File: src/rtl/pwm.sv
// ---------------------------------------------------------------------------
// pwm : single-channel, fixed-period PWM generator.
//
// A prescaler divides clk into counter ticks; a period counter runs
// 0..PERIOD-1 on those ticks and the pin is high while the counter is below
// a double-buffered duty threshold. The threshold is only re-sampled at the
// period wrap, so a control register can update duty_cycle at any time
// without producing runt pulses.
//
// Parameters
//   WIDTH    : width of duty_cycle and the period counter (PERIOD <= 2**WIDTH)
//   PERIOD   : counter ticks per PWM period, 2..2**WIDTH
//   PRESCALE : clocks per counter tick, >= 1 (1 = tick every clock)
//
// Ports
//   clk        : system clock, rising edge
//   rst_n      : asynchronous active-low reset
//   duty_cycle : requested high time in ticks per period
//   out        : registered PWM output
// ---------------------------------------------------------------------------
module pwm #(
  parameter int WIDTH    = 8,
  parameter int PERIOD   = 100,
  parameter int PRESCALE = 1
) (
  input  logic             clk,
  input  logic             rst_n,
  input  logic [WIDTH-1:0] duty_cycle,
  output logic             out
);

  // -------------------------------------------------------------------------
  // Elaboration-time parameter checks
  // -------------------------------------------------------------------------
  if (WIDTH < 1 || WIDTH > 30) begin : g_bad_width
    $fatal(1, "pwm: WIDTH must be in 1..30");
  end
  if (PERIOD < 2) begin : g_bad_period_lo
    $fatal(1, "pwm: PERIOD must be >= 2");
  end
  if (WIDTH >= 1 && WIDTH <= 30 && PERIOD > (1 << WIDTH)) begin : g_bad_period_hi
    $fatal(1, "pwm: PERIOD must be <= 2**WIDTH");
  end
  if (PRESCALE < 1) begin : g_bad_prescale
    $fatal(1, "pwm: PRESCALE must be >= 1");
  end

  localparam int              PS_W    = (PRESCALE > 1) ? $clog2(PRESCALE) : 1;
  localparam logic [WIDTH-1:0] CNT_MAX = WIDTH'(PERIOD - 1);

  // -------------------------------------------------------------------------
  // Prescaler: tick is high on the last clock of each tick interval
  // -------------------------------------------------------------------------
  logic tick;

  if (PRESCALE > 1) begin : g_psc
    localparam logic [PS_W-1:0] PS_MAX = PS_W'(PRESCALE - 1);
    logic [PS_W-1:0] psc;

    always_ff @(posedge clk or negedge rst_n) begin
      if (!rst_n)             psc <= '0;
      else if (psc == PS_MAX) psc <= '0;
      else                    psc <= psc + 1'b1;
    end

    assign tick = (psc == PS_MAX);
  end else begin : g_no_psc
    assign tick = 1'b1;
  end

  // -------------------------------------------------------------------------
  // Period counter, duty shadow and output
  // -------------------------------------------------------------------------
  logic [WIDTH-1:0] cnt;
  logic [WIDTH-1:0] duty_sh;
  logic             loaded;   // low until the first edge after reset
  logic             wrap;
  logic [WIDTH-1:0] duty_eff;

  assign wrap = tick && (cnt == CNT_MAX);

  // On the very first edge after reset the shadow still holds 0, so the
  // compare uses duty_cycle directly; this keeps the first period's high
  // time identical to every later one (cnt=0 is not lost). Still a purely
  // registered path to the pin.
  assign duty_eff = loaded ? duty_sh : duty_cycle;

  always_ff @(posedge clk or negedge rst_n) begin
    if (!rst_n) begin
      cnt     <= '0;
      duty_sh <= '0;
      loaded  <= 1'b0;
      out     <= 1'b0;
    end else begin
      loaded <= 1'b1;
      if (wrap || !loaded) duty_sh <= duty_cycle;
      if (wrap)            cnt     <= '0;
      else if (tick)       cnt     <= cnt + 1'b1;
      // cnt never exceeds PERIOD-1, so any duty >= PERIOD saturates high.
      out <= (cnt < duty_eff);
    end
  end

endmodule

File: config.mk
export PLATFORM = sky130hd
export DESIGN_NAME = pwm
export DESIGN_NICKNAME = d
export VERILOG_FILES = /design/src/rtl/pwm.sv
export SDC_FILE = /design/constraint.sdc
export NUM_CORES = 1
export LEC_CHECK = 0
export BUFFER_PORTS_ARGS = -buffer_cell sky130_fd_sc_hd__buf_2
export CELL_PAD_IN_SITES_DETAIL_PLACEMENT = 2
export CELL_PAD_IN_SITES_GLOBAL_PLACEMENT = 2
export CORE_MARGIN = 1.5
export CORE_UTILIZATION = 35
export CTS_CLUSTER_DIAMETER = 150
export DETAILED_ROUTE_END_ITERATION = 16
export PLACE_DENSITY = 0.73
export REMOVE_ABC_BUFFERS = 1
export SYNTH_ARGS = -nofsm -noshare
export SYNTH_HDL_FRONTEND = slang
export SYNTH_SLANG_ARGS = --single-unit
export TNS_END_PERCENT = 30
File: constraint.sdc
create_clock -name clk -period 5.06 [get_ports clk]
set_clock_uncertainty 0.2 [all_clocks]
set_input_delay 0.253 -clock clk [delete_from_list [all_inputs] [get_ports clk]]
set_output_delay 0.253 -clock clk [all_outputs]
set_load 0.005 [all_outputs]
==> results.sh <==
export IMPL_status="finished, final reports clean"
export IMPL_reg2reg_slack_ns=2.96
export IMPL_syn_avg_cell_area_um2=12.1
export IMPL_hp_class="primary input to flip-flop"
export IMPL_dp_hpwl_um=1520
export IMPL_cpPeakStageDelay_ns=0.52
export IMPL_dr_first_iter_drc_count=9
export IMPL_synth_cell_type_count=24
export IMPL_fin_crit_ns=2.10
export IMPL_postRouteAntennaNets=0
export IMPL_grt_usage_pct=16.3
export IMPL_htree_levels=1
export IMPL_holdPathStages=2
export IMPL_initial_utilization_pct=37.9
export IMPL_maxCapViolations=0
export IMPL_slew_violations=0
export IMPL_cts_sinks=18
export IMPL_route_final_wire_length_um=2100
export IMPL_required_ns=5.05
export IMPL_whs_ns=0.00592
export IMPL_pre_cts_ws_ns=2.91
export IMPL_worst_slew_pin_slew_ns=0.523
export IMPL_row_count=18
export IMPL_final_cell_mix="18 x dfrtp_1, 10 x buf_2, 9 x mux2_2"
export IMPL_portBuffers=10
export IMPL_postCtsSetupRepairBufs=0
export IMPL_setup_viol=0
export IMPL_synth_seq_cells=18
export IMPL_p_leak_nw=0.501
export IMPL_cp_max_fo=8
export IMPL_antenna_found_initial=0
export IMPL_drc=0
export IMPL_max_clock_freq_mhz=475
export IMPL_die_area_um2=3060
export IMPL_clkLatencyLatePin_ns=0.29
export IMPL_hold_start="duty_cycle[4]"
export IMPL_cts_root_buffer="clkbuf_4"
export IMPL_power_density_nw_per_um2=235
export IMPL_numCtsBuffers=3
export IMPL_nets=117
export IMPL_r2r_end="duty_sh[0]"
export IMPL_tns_ns=0
export IMPL_overflow=0
export IMPL_stdcell_count=127
export IMPL_die_y_um=55.3
export IMPL_diodes=0
export IMPL_crit_arrival_ns=2.09
export IMPL_yosysSeqAreaShare_pct=47.1
export IMPL_core_um2=2520
export IMPL_clk_path_buf_depth=2
export IMPL_whs_endpoint="duty_sh[4]"
export IMPL_vias=668
export IMPL_first_pass_iters=2
export IMPL_cp_end_kind="flip-flop"
export IMPL_setup_slack_ns=2.96
export IMPL_cts_tree="built"
export IMPL_ios=11
export IMPL_hold_viol=0
export IMPL_area_delta_synth_final_pct=17.3
export IMPL_via_per_inst=5.26
export IMPL_grt_max_degree=19
export IMPL_yosysWarningCount=0
export IMPL_die_width_um=55.3
export IMPL_place_inst=118
export IMPL_grt_pass1_wl_um=3790
export IMPL_place_congestion=0.680
export IMPL_layout_worst_path_cycle_share_pct=41.6
export IMPL_regToRegStartpoint="cnt[0]"
export IMPL_synth_cells=79
export IMPL_rsz0062_at_grt="no"
export IMPL_slew_headroom_pct=65.1
export IMPL_critPathLaunchType="flip-flop"
export IMPL_syn_area_um2=957
export IMPL_post_drt_wl_per_cell_um=16.5
export IMPL_cp_slowest_cell="o31ai_4"
export IMPL_layout_commonest_cell="dfrtp_1"
export IMPL_path_cells="ha_1 > nand4bb_2 > o31ai_4 > mux2_2"
export IMPL_critPathKind="flip-flop to flip-flop"
export IMPL_drive_above_1_share_pct=24.7
export IMPL_grt_pass1_vias=784
export IMPL_ir_worst_vdd_v=0.000150
export IMPL_ctsResizeCount=0
export IMPL_clk_pin_slew_ns=0.10
export IMPL_reg2reg_depth=4
-- layer usage --
| layer | routed length (um) | global-route usage [%] | part of all wire (%) |
|---|---|---|---|
| met1 | 911 | 19.7 | 43 |
| met2 | 1100 | 28.7 | 52 |
| met4 | 42 | 7.32 | 2.0 |
| met5 | 0 | 0 | 0 |
| met3 | 48 | 2.11 | 2.3 |
-- power by group --
| group | total (W) | internal, W | switching (W) |
|---|---|---|---|
| combinational | 0.0000356 | 0.0000200 | 0.0000156 |
| clock | 0.0000722 | 0.0000277 | 0.0000445 |
| sequential | 0.000156 | 0.000151 | 0.00000514 |
-- synth_stat cells --
library cell | number | area share [%]
nand4_1 | 3 | 2.0
nor2b_1 | 1 | 0.65
ha_1 | 8 | 10
nand4bb_2 | 1 | 1.7
inv_1 | 1 | 0.39
conb_1 | 1 | 0.39
o211ai_1 | 1 | 0.78
a211oi_1 | 1 | 0.78
o21bai_1 | 1 | 0.78
nor3_1 | 4 | 2.1
a21oi_1 | 3 | 1.6
dfrtp_1 | 18 | 47
o31ai_4 | 1 | 2.2
nand3_1 | 2 | 1.0
mux2i_1 | 7 | 7.3
xor2_1 | 2 | 1.8
buf_2 | 1 | 0.52
nand2_1 | 2 | 0.78
mux2_2 | 9 | 11
xnor2_1 | 3 | 2.7
o22ai_1 | 1 | 0.65
o21ai_0 | 2 | 1.0
nor2_1 | 5 | 2.0
nand2b_1 | 1 | 0.65
-- per-stage QoR --
stage	total power, W	area, um^2	utilization (%)
6_report	0.000264	1120	44.5
5_1_grt	0.000278	1120	44.5
2_1_floorplan	0.000178	952	-
3_3_place_gp	0.000189	1040	41.2
4_1_cts	0.000268	1120	44.5
3_5_place_dp	0.000192	1040	41.2
-- sequential cells by signal, summed over array words and instances, names as in the netlist --
| name | cells |
|---|---|
| loaded | 1 |
| out | 1 |
| duty_sh | 8 |
| cnt | 8 |
-- what timing repair did --
action	CTS	global route
hold endpoints to repair	23	0
setup endpoints to repair	0	0
hold buffers	6	0
-- critical path: cells and delay by family (launching register included) --
kind	cells	cell delay [ns]
AO/OA/AOI/OAI	1	0.52
multiplexers	1	0.39
flip-flops	1	0.43
AND/OR/NAND/NOR	1	0.19
adder cells (fa/ha/maj)	1	0.27
-- cell families (layout without fill, tap and decap cells) --
| family | count (synthesis) | after routing | share of synthesized area (%) |
|---|---|---|---|
| AND/OR/NAND/NOR | 19 | 19 | 10.9 |
| flip-flops | 18 | 18 | 47.1 |
| multiplexers | 16 | 16 | 17.9 |
| AO/OA/AOI/OAI | 10 | 10 | 7.84 |
| adder cells (fa/ha/maj) | 8 | 8 | 10.5 |
| XOR/XNOR | 5 | 5 | 4.58 |
| buffers and inverters | 2 | 20 | 0.914 |
| other | 1 | 1 | 0.392 |
-- area by class of cell --
type	instances	area (um^2)
Inverter	1	3.75
Sequential cell	18	450
Tap cell	30	37.5
Clock buffer	3	22.5
Timing Repair Buffer	16	110
Multi-Input combinational cell	59	498
Fill cell	263	1400
-- worst max path at each step --
| stage | startpoint | cells after the start | endpoint | slack [ns] |
|---|---|---|---|---|
| after floorplan | cnt[0] | 4 | duty_sh[0] | 3.19 |
| after global placement | cnt[0] | 4 | duty_sh[0] | 3.03 |
| after detailed placement | cnt[0] | 4 | duty_sh[5] | 2.91 |
| after CTS | cnt[0] | 4 | duty_sh[5] | 2.91 |
| after global routing | cnt[0] | 4 | duty_sh[5] | 2.76 |
| final | cnt[0] | 4 | duty_sh[0] | 2.96 |
Note: power is estimated with default switching activity, not from simulation.
